--- config.mk ---
export PLATFORM = sky130hd
export DESIGN_NAME = axis_keep_packer
export DESIGN_NICKNAME = d
export VERILOG_FILES = /design/src/rtl/axis_keep_packer.sv
export SDC_FILE = /design/constraint.sdc
export NUM_CORES = 1
export LEC_CHECK = 0
export ABC_AREA = 1
export CAP_MARGIN = 5
export CORE_MARGIN = 3
export CORE_UTILIZATION = 46
export CTS_BUF_LIST = sky130_fd_sc_hd__clkbuf_8
export DETAILED_ROUTE_END_ITERATION = 6
export MAX_ROUTING_LAYER = met4
export PLACE_DENSITY = 0.77
export SYNTH_ARGS = -nofsm -noshare
export SYNTH_HDL_FRONTEND = slang
export SYNTH_SLANG_ARGS = --single-unit
--- constraint.sdc ---
create_clock -name i_clk -period 1.35 [get_ports i_clk]
set_clock_uncertainty 0.1 [all_clocks]
set_input_delay 0.2025 -clock i_clk [delete_from_list [all_inputs] [get_ports i_clk]]
set_output_delay 0.2025 -clock i_clk [all_outputs]
set_load 0.1 [all_outputs]
--- src/rtl/axis_keep_packer.sv ---
// Repacks a TKEEP-qualified AXI-S stream (END = null beat with TLAST) into a dense
// stream without TKEEP, where TLAST sits on the last real symbol of each packet.
module axis_keep_packer #(
  parameter int SYMBOL_WIDTH = 8
) (
  input  logic                    i_clk,
  input  logic                    i_rst,
  input  logic                    i_s_axis_tvalid,
  output logic                    o_s_axis_tready,
  input  logic [SYMBOL_WIDTH-1:0] i_s_axis_tdata,
  input  logic                    i_s_axis_tkeep,
  input  logic                    i_s_axis_tlast,
  output logic                    o_m_axis_tvalid,
  input  logic                    i_m_axis_tready,
  output logic [SYMBOL_WIDTH-1:0] o_m_axis_tdata,
  output logic                    o_m_axis_tlast,
  output logic                    o_empty_pkt,
  output logic                    o_null_beat
);

  typedef struct packed {
    logic                    vld;
    logic                    last;
    logic [SYMBOL_WIDTH-1:0] data;
  } slot_t;

  // h_q holds a symbol until the next beat tells us whether it ends the packet
  slot_t h_q, h_d;
  slot_t o_q, o_d;
  logic  empty_q, empty_d;
  logic  null_q, null_d;

  logic o_free, h_done, flush, acc;

  assign o_free          = !o_q.vld || i_m_axis_tready;
  assign h_done          = h_q.vld && h_q.last;
  assign flush           = h_done && o_free;
  assign o_s_axis_tready = o_free && !h_done;
  assign acc             = i_s_axis_tvalid && o_s_axis_tready;

  always_comb begin
    h_d     = h_q;
    o_d     = o_q;
    empty_d = 1'b0;
    null_d  = 1'b0;
    if (o_q.vld && i_m_axis_tready) o_d.vld = 1'b0;
    if (flush) begin
      o_d      = '{vld: 1'b1, last: 1'b1, data: h_q.data};
      h_d.vld  = 1'b0;
      h_d.last = 1'b0;
    end else if (acc) begin
      case ({i_s_axis_tkeep, i_s_axis_tlast})
        2'b10: begin
          if (h_q.vld) o_d = '{vld: 1'b1, last: 1'b0, data: h_q.data};
          h_d = '{vld: 1'b1, last: 1'b0, data: i_s_axis_tdata};
        end
        2'b11: begin
          if (h_q.vld) begin
            // both symbols are resolved; the held one goes now, this one flushes next
            o_d = '{vld: 1'b1, last: 1'b0, data: h_q.data};
            h_d = '{vld: 1'b1, last: 1'b1, data: i_s_axis_tdata};
          end else begin
            o_d = '{vld: 1'b1, last: 1'b1, data: i_s_axis_tdata};
          end
        end
        2'b01: begin
          if (h_q.vld) begin
            o_d      = '{vld: 1'b1, last: 1'b1, data: h_q.data};
            h_d.vld  = 1'b0;
            h_d.last = 1'b0;
          end else begin
            empty_d = 1'b1;
          end
        end
        default: null_d = 1'b1;
      endcase
    end
  end

  always_ff @(posedge i_clk) begin
    if (i_rst) begin
      h_q     <= '0;
      o_q     <= '0;
      empty_q <= 1'b0;
      null_q  <= 1'b0;
    end else begin
      h_q     <= h_d;
      o_q     <= o_d;
      empty_q <= empty_d;
      null_q  <= null_d;
    end
  end

  assign o_m_axis_tvalid = o_q.vld;
  assign o_m_axis_tdata  = o_q.data;
  assign o_m_axis_tlast  = o_q.last;
  assign o_empty_pkt     = empty_q;
  assign o_null_beat     = null_q;

endmodule
# After elaboration in Yosys (flattened, before gate mapping)
# Cells that the tools add are included.
totals:
  register_bits: 22
  input_bits: 14
  out_inout_bits: 13
classes:
  n_bitwise: 3
  muxes: 13
  eq_ne: 7
  n_reduce_logical: 20
op_table:
  columns: ["operator", "count"]
  rows:
  - ["two-way mux 10 bit", 5]
  - ["case mux 10 bit (3 select lines)", 1]
  - ["case mux 8 bit (2 select lines)", 1]
  - ["AND reduction 4 bit", 3]
  - ["two-way mux 9 bit", 1]
  - ["inequality test 3 bit, second input constant", 2]
  - ["case mux 2 bit (3 select lines)", 1]
  - ["OR reduction 3 bit", 2]
  - ["logical AND 1 bit", 5]
  - ["equality test 2 bit, second input constant", 2]
  - ["two-way mux 1 bit", 4]
  - ["inequality test 2 bit, second input constant", 2]
  - ["nonzero test 2 bit", 2]
  - ["nonzero test 4 bit", 1]
  - ["OR reduction 4 bit", 1]
  - ["NOT 1 bit", 3]
  - ["nonzero test 3 bit", 1]
  - ["equality test 2 x 1 -> 1 bit, second input constant", 1]
  - ["logical NOT 1 bit", 2]
  - ["AND reduction 2 bit", 1]
  - ["OR reduction 2 bit", 1]
  - ["logical OR 1 bit", 1]

# Logic depth before layout (Yosys ltp)
# Gate-level depths: netlist (run 1).
logic_depth:
  word_depth: 6
  mapped_depth: 10
  ltp_nobuf: 10

# Worst setup path before layout (run 1)
# OpenSTA, ideal clock, no wires.
synth_timing:
  path_type: "register to register"
  from: "reg o_q (netlist bit o_m_axis_tvalid)"
  to: "reg h_q[0] in the netlist's numbering"
  period_less_slack_ns: 2.462
  arrival_ns: 2.246
  n_path_buf: 0
  setup_time_ns: 0.116
  setup_slack_ns: -1.112
  stages_incl_launch_ff: 9
  path_cell_list: "dfxtp_1 > inv_1 > nor2_1 > nor2_2 > nand2_1 > inv_2 > nand2_2 > o21ai_0 > nor2_1"
synth_between:
  elab_chain_len: 5
synth_rtl:
  columns: ["item", "line", "text"]
  rows:
  - ["start: declaration", "29", "slot_t o_q, o_d;"]
  - ["start signal: assignment", "83", "o_q <= '0;"]
  - ["start signal: assignment", "88", "o_q <= o_d;"]
  - ["logical NOT 1 bit", "35", "assign o_free = !o_q.vld || i_m_axis_tready;"]
  - ["logical OR 1 bit", "35", null]
  - ["logical AND 1 bit", "38", "assign o_s_axis_tready = o_free && !h_done;"]
  - ["net o_s_axis_tready", "9", "output logic o_s_axis_tready,"]
  - ["logical AND 1 bit", "39", "assign acc = i_s_axis_tvalid && o_s_axis_tready;"]
  - ["AND reduction 4 bit (no line)", null, null]
  - ["end signal: assignment", "82", "h_q <= '0;"]
  - ["end signal: assignment", "87", "h_q <= h_d;"]
  - ["end: declaration", "28", "slot_t h_q, h_d;"]
# The timed path passes the listed nets, and every way through them passes these cells.
# A chain may end at the register's enable or synchronous reset.

==> results.json, run 1 <==
{
  "antenna_found_initial": 0,
  "timing.hold.ws_ns": 0.374,
  "fmax_mhz": 642,
  "dpl_worst_slack_ns": -0.723,
  "die-width_um": 56.8,
  "slowest_stage": "dfxtp_2",
  "num_antenna_cells": 0,
  "clk_root_buffer_cell": "clkbuf_8",
  "grt_pass1_vias": 1404,
  "areaGrowthSynthToFinish_pct": 75.0,
  "dr.pass1.iters": 4,
  "ant_nets": 0,
  "seq_area_um2": 447,
  "crit_required_ns": 1.05,
  "maxCapViolations": 0,
  "portBuffers": 26,
  "fin_total_pwr_mw": 1.84,
  "violations": "setup timing",
  "via_count": 1549,
  "slew_headroom": 0.751,
  "finalCriticalPeriod_ns": 1.56,
  "dp.cells": 248,
  "cts_made_buffers": 3,
  "core_area_um2": 2320,
  "maxSlewViolCount": 0,
  "setup_viol": 20,
  "syn_nets": 200,
  "clock_sinks": 22,
  "fin_ws_ns": -0.207,
  "crit_path_end_kind": "output pin",
  "grt_use_total": 0.257,
  "p_per_area_nw_per_um2": 884,
  "start_util": 0.512,
  "netlist_area_um2": 1190,
  "crit_fanout": 2,
  "multiInputGateArea_um2": 818,
  "path_clk_slew_ns": 0.09,
  "ys_types": 21,
  "wl_mm": 4.73,
  "peakVddDrop_mv": 0.746,
  "start_kind": "register",
  "path_cells": "nand2_2, inv_2, buf_6, nor2_4, buf_6, buf_12",
  "ys_warn_count": 0,
  "htreeDepth": 1,
  "vias_per_cell": 5.85,
  "avgSynthCellArea_um2": 6.56,
  "gp_routability_congestion": 0.931,
  "fin_crit_sh": 1.15,
  "die_height_um": 56.8,
  "drive_gt1_frac": 0.405,
  "cp_common_cell": "buf_6",
  "io_pins": 27,
  "fill_cells": 105,
  "placed_cell_area_um2": 1760,
  "ys_seq_elements": 22,
  "die-area_um2": 3230,
  "final_cell_mix": "nand2_1, nor2_1, buf_4, dfxtp_1, inv_1",
  "wl_per_cell_um": 17.8,
  "syn_inst": 181,
  "overflow": 0,
  "remaining_drc_errors": 0,
  "leakage_nw": 0.971,
  "rows": 17,
  "critPathKind": "reg2out",
  "grt_max_degree": 14,
  "finalNetCount": 257,
  "rsz0062_at_grt": "true",
  "yosysSeqAreaShare": 0.371,
  "clk_latency_ns": 0.28,
  "hp-class": "in2reg",
  "hold_viol_final": 0,
  "crit_arrival_ns": 1.25,
  "status": "finished, violations left",
  "first_iter_violations": 132,
  "grt_pass1_wl_mm": 6.29,
  "final_cell_area_um2": 2080,
  "stdcell_count": 265,
  "reg2reg_slack_ns": -0.19,
  "clock_path_buffers": 2,
  "cpPeakStageDelay_ns": 0.33,
  "tightest_slew_ns": 0.367,
  "cts_tree": "done",
  "dpl.hpwl_mm": 2.48
}
-- synth_stat cells --
master,count,area [µm²]
a21oi_4,1,16.3
nor3_1,1,5.00
o21ai_2,1,8.76
nand3_4,1,17.5
clkbuf_1,2,7.51
a21oi_1,4,20.0
nand3_2,1,10.0
nor3_2,1,10.0
o311ai_0,1,8.76
nor2_2,2,12.5
inv_1,22,82.6
inv_2,3,11.3
ha_1,5,62.6
nand2_2,3,18.8
dfxtp_1,22,440
o21ai_0,10,50.1
nand4_1,9,56.3
buf_2,1,5.00
nand2_1,42,158
nor2_1,47,176
nand3_1,2,10.0
-- report_power, final --
part | switching, mW | internal, mW
logic | 0.301 | 0.196
clock network | 0.246 | 0.397
registers | 0.0204 | 0.675
-- final cells by class --
cell class / count / area share
Clock buffer: 3 / 0.0199
Tap cell: 28 / 0.0169
Inverter: 25 / 0.0524
Clock inverter: 1 / 0.0144
Multi-Input combinational cell: 134 / 0.394
Sequential cell: 22 / 0.215
Timing Repair Buffer: 52 / 0.288
-- critical path, delay by kind of cell, from the launching register on --
family / cells / cell delay [ns]
flops: 1 / 0.33
buf+inv: 4 / 0.44
simple gates: 2 / 0.19
-- per-stage QoR --
stage,utilization,TNS [ns]
finish,0.896,-2.76
global route,0.896,-4.30
CTS,0.838,-1.29
detailed placement,0.760,-13.56
global placement,0.760,-11.41
floorplan,-,-4.71
-- what timing repair did --
action	in CTS	in global routing
buffers inserted	4	6
resized for setup	32	25
pin swaps	19	14
hold buffers	0	0
setup endpoints to repair	21	23
gates cloned	1	2
-- path summary, 6_finish.rpt --
kind                       startpoint                              to  cells past startpoint
setup reg to reg             register  o_m_axis_tdata[1]$_SDFFE_PP0P_                      8
hold reg to reg   h_q[6]$_SDFFE_PP0P_             h_q[6]$_SDFFE_PP0P_                      2
hold / removal         i_s_axis_tlast          o_null_beat$_SDFF_PP0_                      5
setup / recovery             register                 o_s_axis_tready                      6
-- metal layers --
| metal | track usage | vias to the layer above | routed length, µm |
|---|---|---|---|
| met5 | - | - | 0 |
| met4 | 0.126 | 0 | 344 |
| met3 | 0.0460 | 39 | 411 |
| met2 | 0.439 | 119 | 2210 |
| met1 | 0.286 | 704 | 1770 |
| li1 | - | 687 | - |
-- cell families (layout without fill, tap and decap cells) --
family,after synthesis,in the layout,share of synthesized area
adder cells (fa/ha/maj),5,5,0.0527
flip-flops,22,22,0.371
buffers and inverters,28,81,0.0896
AO/OA/AOI/OAI,17,17,0.0875
AND/OR/NAND/NOR,109,112,0.399
-- flip-flops by register name, summed over array words and instances (netlist names), named ones only --
| signal | flops |
|---|---|
| h_q | 9 |
| o_empty_pkt | 1 |
| o_m_axis_tdata | 8 |
| o_m_axis_tlast | 1 |
| o_m_axis_tvalid | 1 |
| o_null_beat | 1 |
(Power assumes the default switching activity.)
==> run 2, diff against run 1 <==
--- a/config.mk
+++ b/config.mk
@@ -6,7 +6,7 @@
 export NUM_CORES = 1
 export LEC_CHECK = 0
 export ABC_AREA = 1
-export CAP_MARGIN = 5
+export CAP_MARGIN = 20
 export CORE_MARGIN = 3
 export CORE_UTILIZATION = 46
 export CTS_BUF_LIST = sky130_fd_sc_hd__clkbuf_8
==> results of run 2 <==
The final DEF is identical to that of run 1; final timing and power are the same.
==> run 3, diff against run 2 <==
==> constraint.sdc (replaced) <==
create_clock -name i_clk -period 1.35 [get_ports i_clk]
set_clock_uncertainty 0.1 [all_clocks]
set_input_delay 0.405 -clock i_clk [delete_from_list [all_inputs] [get_ports i_clk]]
set_output_delay 0.405 -clock i_clk [all_outputs]
set_load 0.1 [all_outputs]
==> results.json, run 3 <==
{
  "synth_ff_type": "dfxtp_1",
  "yosysMostFrequentCell": "nor2_1",
  "syn_inst": 181,
  "htreeDepth": 1,
  "clock_sinks": 22,
  "cts_hold_buf": 0,
  "yosysSeqAreaShare": 0.371,
  "synth_edf_count": 0,
  "synth_commonest_cells": "nor2_1, nand2_1, dfxtp_1, inv_1, o21ai_0",
  "yosys-top-cells-area": "dfxtp_1, nor2_1, nand2_1",
  "ys_warn_count": 0,
  "lastStage": "global routing",
  "portBuffers": 26,
  "start_util": 0.512,
  "gp_routability_congestion": 0.896,
  "yosysTopAreaCell": "dfxtp_1",
  "status": "stopped before the end",
  "syn_nets": 200,
  "grt_max_degree": 14,
  "cts_made_buffers": 3,
  "rows": 17,
  "ys_types": 21,
  "die-width_um": 56.8,
  "clock_path_buffers": 2,
  "error": "[ERROR DPL-0038] Utilization greater than 100%, impossible to legalize",
  "die_height_um": 56.8,
  "endpoint_type": "primary output",
  "synth_top_area_frac": 0.371,
  "grt-worst-endpoint": "o_s_axis_tready",
  "dpl_worst_slack_ns": -0.904,
  "async_flop_share": 0,
  "netlist_area_um2": 1190,
  "dpl.hpwl_mm": 2.46,
  "clk_root_buffer_cell": "clkbuf_8",
  "io_pins": 27,
  "ys_seq_elements": 22,
  "avgSynthCellArea_um2": 6.56
}
-- run 3: cell counts after synthesis --
No cell type changed its count.
-- run 3: repair_timing --
| item | in CTS |
|---|---|
| pin swaps | 29 |
| hold endpoints to repair | 0 |
| gates resized for setup | 57 |
| cloned | 3 |
| endpoints found under the setup margin | 24 |
| setup buffers | 11 |
-- run 3: logic make-up after synthesis --
logic type / after synthesis / synth area share
compound gates: 17 / 0.0875
simple gates: 109 / 0.399
fa+ha+maj: 5 / 0.0527
flops: 22 / 0.371
buf+inv: 28 / 0.0896
-- run 3: through the flow --
stage | cell area [µm²] | cells | setup TNS (ns)
4_1_cts | 2150 | 269 | -2.41
2_1_floorplan | 1230 | 181 | -6.26
3_5_place_dp | 1810 | 251 | -18.24
3_3_place_gp | 1810 | 251 | -16.16
==> run 4, diff against run 3 <==
==> config.mk (replaced) <==
export PLATFORM = sky130hd
export DESIGN_NAME = axis_keep_packer
export DESIGN_NICKNAME = d
export VERILOG_FILES = /design/src/rtl/axis_keep_packer.sv
export SDC_FILE = /design/constraint.sdc
export NUM_CORES = 1
export LEC_CHECK = 0
export ABC_AREA = 1
export CAP_MARGIN = 20
export CORE_AREA = 3 3 64 66
export DETAILED_ROUTE_END_ITERATION = 6
export DIE_AREA = 0 0 67 69
export PLACE_DENSITY_LB_ADDON = 0.15
export SYNTH_ARGS = -nofsm -noshare
export SYNTH_HDL_FRONTEND = slang
export SYNTH_SLANG_ARGS = --single-unit
==> constraint.sdc (replaced) <==
create_clock -name i_clk -period 1.8 [get_ports i_clk]
set_clock_uncertainty 0.1 [all_clocks]
set_input_delay 0.54 -clock i_clk [delete_from_list [all_inputs] [get_ports i_clk]]
set_output_delay 0.54 -clock i_clk [all_outputs]
set_load 0.1 [all_outputs]
==> results.json, run 4 (synthesis results as in run 1) <==
{
  "remaining_drc_errors": 0,
  "die_height_um": 69,
  "pwr-share-clk": 0.331,
  "path_cells": "clkdlybuf4s15_2, nor2_4, nor2_4, buf_12",
  "whs_path_depth": 2,
  "fmax_mhz": 564,
  "fin_util": 0.529,
  "power_switching_mw": 0.366,
  "core_area_um2": 3630,
  "die-area_um2": 4620,
  "tightest_slew_ns": 0.419,
  "largest_register_ffs": 9,
  "crit_family": "buffers and inverters",
  "grt_max_degree": 15,
  "largest_register": "h_q",
  "overflow": 0,
  "holdPathEnd": "h_q[8]$_SDFFE_PP0P_",
  "dpl_worst_slack_ns": -0.580,
  "critPathKind": "in2out",
  "rows": 22,
  "first_iter_violations": 45,
  "power.share.combinational": 0.251,
  "placed_cell_area_um2": 1780,
  "path_clk_slew_ns": 0.08,
  "cp_common_cell": "nor2_4",
  "htreeDepth": 1,
  "grt_use_total": 0.149,
  "maxSlewViolCount": 0,
  "hp-class": "reg2reg",
  "fill_cells": 369,
  "p_per_area_nw_per_um2": 646,
  "stdcell_count": 275,
  "fin_crit_sh": 0.986,
  "fin_total_pwr_mw": 1.24,
  "rsz0062_at_grt": "false",
  "dp.cells": 268,
  "min_from": "h_q[8]$_SDFFE_PP0P_",
  "reg2reg_depth": 9,
  "cts_hold_buf": 0,
  "p_sw_frac": 0.294,
  "clk_root_buffer_cell": "clkbuf_8",
  "peakVddDrop_mv": 0.263,
  "vias_per_cell": 4.43,
  "cts_tree": "done",
  "maxCapViolations": 0,
  "grt_pass1_vias": 1263,
  "cts_made_buffers": 3,
  "final_cell_area_um2": 1920,
  "clock_path_buffers": 2,
  "drive_gt1_frac": 0.282,
  "finalCriticalPeriod_ns": 1.77,
  "start_util": 0.327,
  "critical_path_buf_inv_count": 2,
  "crit_fanout": 2,
  "p_seq_frac": 0.418,
  "io_pins": 27,
  "fin_ws_ns": 0.0256,
  "finalSetupTns_ns": 0,
  "slowest_stage": "clkdlybuf4s15_2",
  "portBuffers": 26,
  "clock_sinks": 22,
  "via_count": 1218,
  "setup_viol": 0,
  "finalNetCount": 247,
  "grt_pass1_wl_mm": 5.46,
  "status": "completed",
  "start_kind": "primary input",
  "cpPeakStageDelay_ns": 0.20,
  "p_int_mw": 0.876,
  "dpl.hpwl_mm": 2.38,
  "final_cell_mix": "nand2_1, nor2_1, dfxtp_1, inv_1, buf_4",
  "timing.hold.ws_ns": 0.376,
  "num_antenna_cells": 0,
  "areaGrowthSynthToFinish_pct": 61.9,
  "crit_required_ns": 1.16,
  "wl_mm": 3.12,
  "hold_viol_final": 0,
  "reg2reg_to": "o_m_axis_tdata[5]$_SDFFE_PP0P_",
  "crit_path_end_kind": "output pin",
  "leakage_nw": 0.903,
  "crit_arrival_ns": 1.13,
  "dr.pass1.iters": 4,
  "ant_nets": 0,
  "die-width_um": 67,
  "antenna_found_initial": 0,
  "wl_per_cell_um": 11.3,
  "slew_headroom": 0.717,
  "clk_latency_ns": 0.27,
  "gp_routability_congestion": 0.875,
  "reg2reg_slack_ns": 0.27
}
-- run 4: area by class of cell --
type | count | area (µm²) | share of cell area
multi-input combinational | 133 | 731 | 0.380
timing repair buffer | 43 | 524 | 0.273
sequential | 22 | 444 | 0.231
inverter | 25 | 96.3 | 0.0501
clock buffer | 4 | 66.3 | 0.0345
tap | 48 | 60.1 | 0.0313
-- run 4: power by group through the flow --
stage	Sequential, mW	Combinational, mW	Clock (mW)
global route	0.522	0.344	0.442
floorplan	0.566	0.129	0
global placement	0.529	0.284	0
CTS	0.519	0.301	0.427
finish	0.519	0.311	0.412
detailed placement	0.530	0.289	0
-- run 4: worst max-delay path by stage --
stage	start	to	slack, ns	cells after the start
3_5_place_dp	i_s_axis_tlast	o_m_axis_tdata[4]$_SDFFE_PP0P_	-0.58	11
2_1_floorplan	o_m_axis_tvalid$_SDFF_PP0_	h_q[0]$_SDFFE_PP0P_	0.007	8
4_1_cts	i_s_axis_tlast	h_q[0]$_SDFFE_PP0P_	0.001	9
3_3_place_gp	i_s_axis_tkeep	o_m_axis_tdata[2]$_SDFFE_PP0P_	-0.51	9
5_1_grt	i_m_axis_tready	o_s_axis_tready	0.0004	4
6_report	i_m_axis_tready	o_s_axis_tready	0.03	4
-- run 4: layer usage --
layer  GRT usage  up-vias  part of all wire
li1            -      659                 -
met1       0.195      534              0.49
met2       0.239       19              0.47
met3      0.0261        6             0.029
met4      0.0541        0             0.013
met5           0        -                 0
-- run 4: worst reg2reg max path, stage by stage, from the launching register on --
cell and delay (ns):
dfxtp_1 0.36, buf_4 0.20, inv_1 0.11, nand2_1 0.10, nand2_1 0.07, nor2_2 0.17
nor2_4 0.09, nor2_1 0.14, nor2_1 0.05, nor2_1 0.07
-- run 4: what timing repair did --
item                       in CTS  in global routing
resized for setup              11                 14
setup endpoints to repair      21                 18
gates cloned                    1                  1
pin swaps                       5                  6
setup buffers                   1                  0
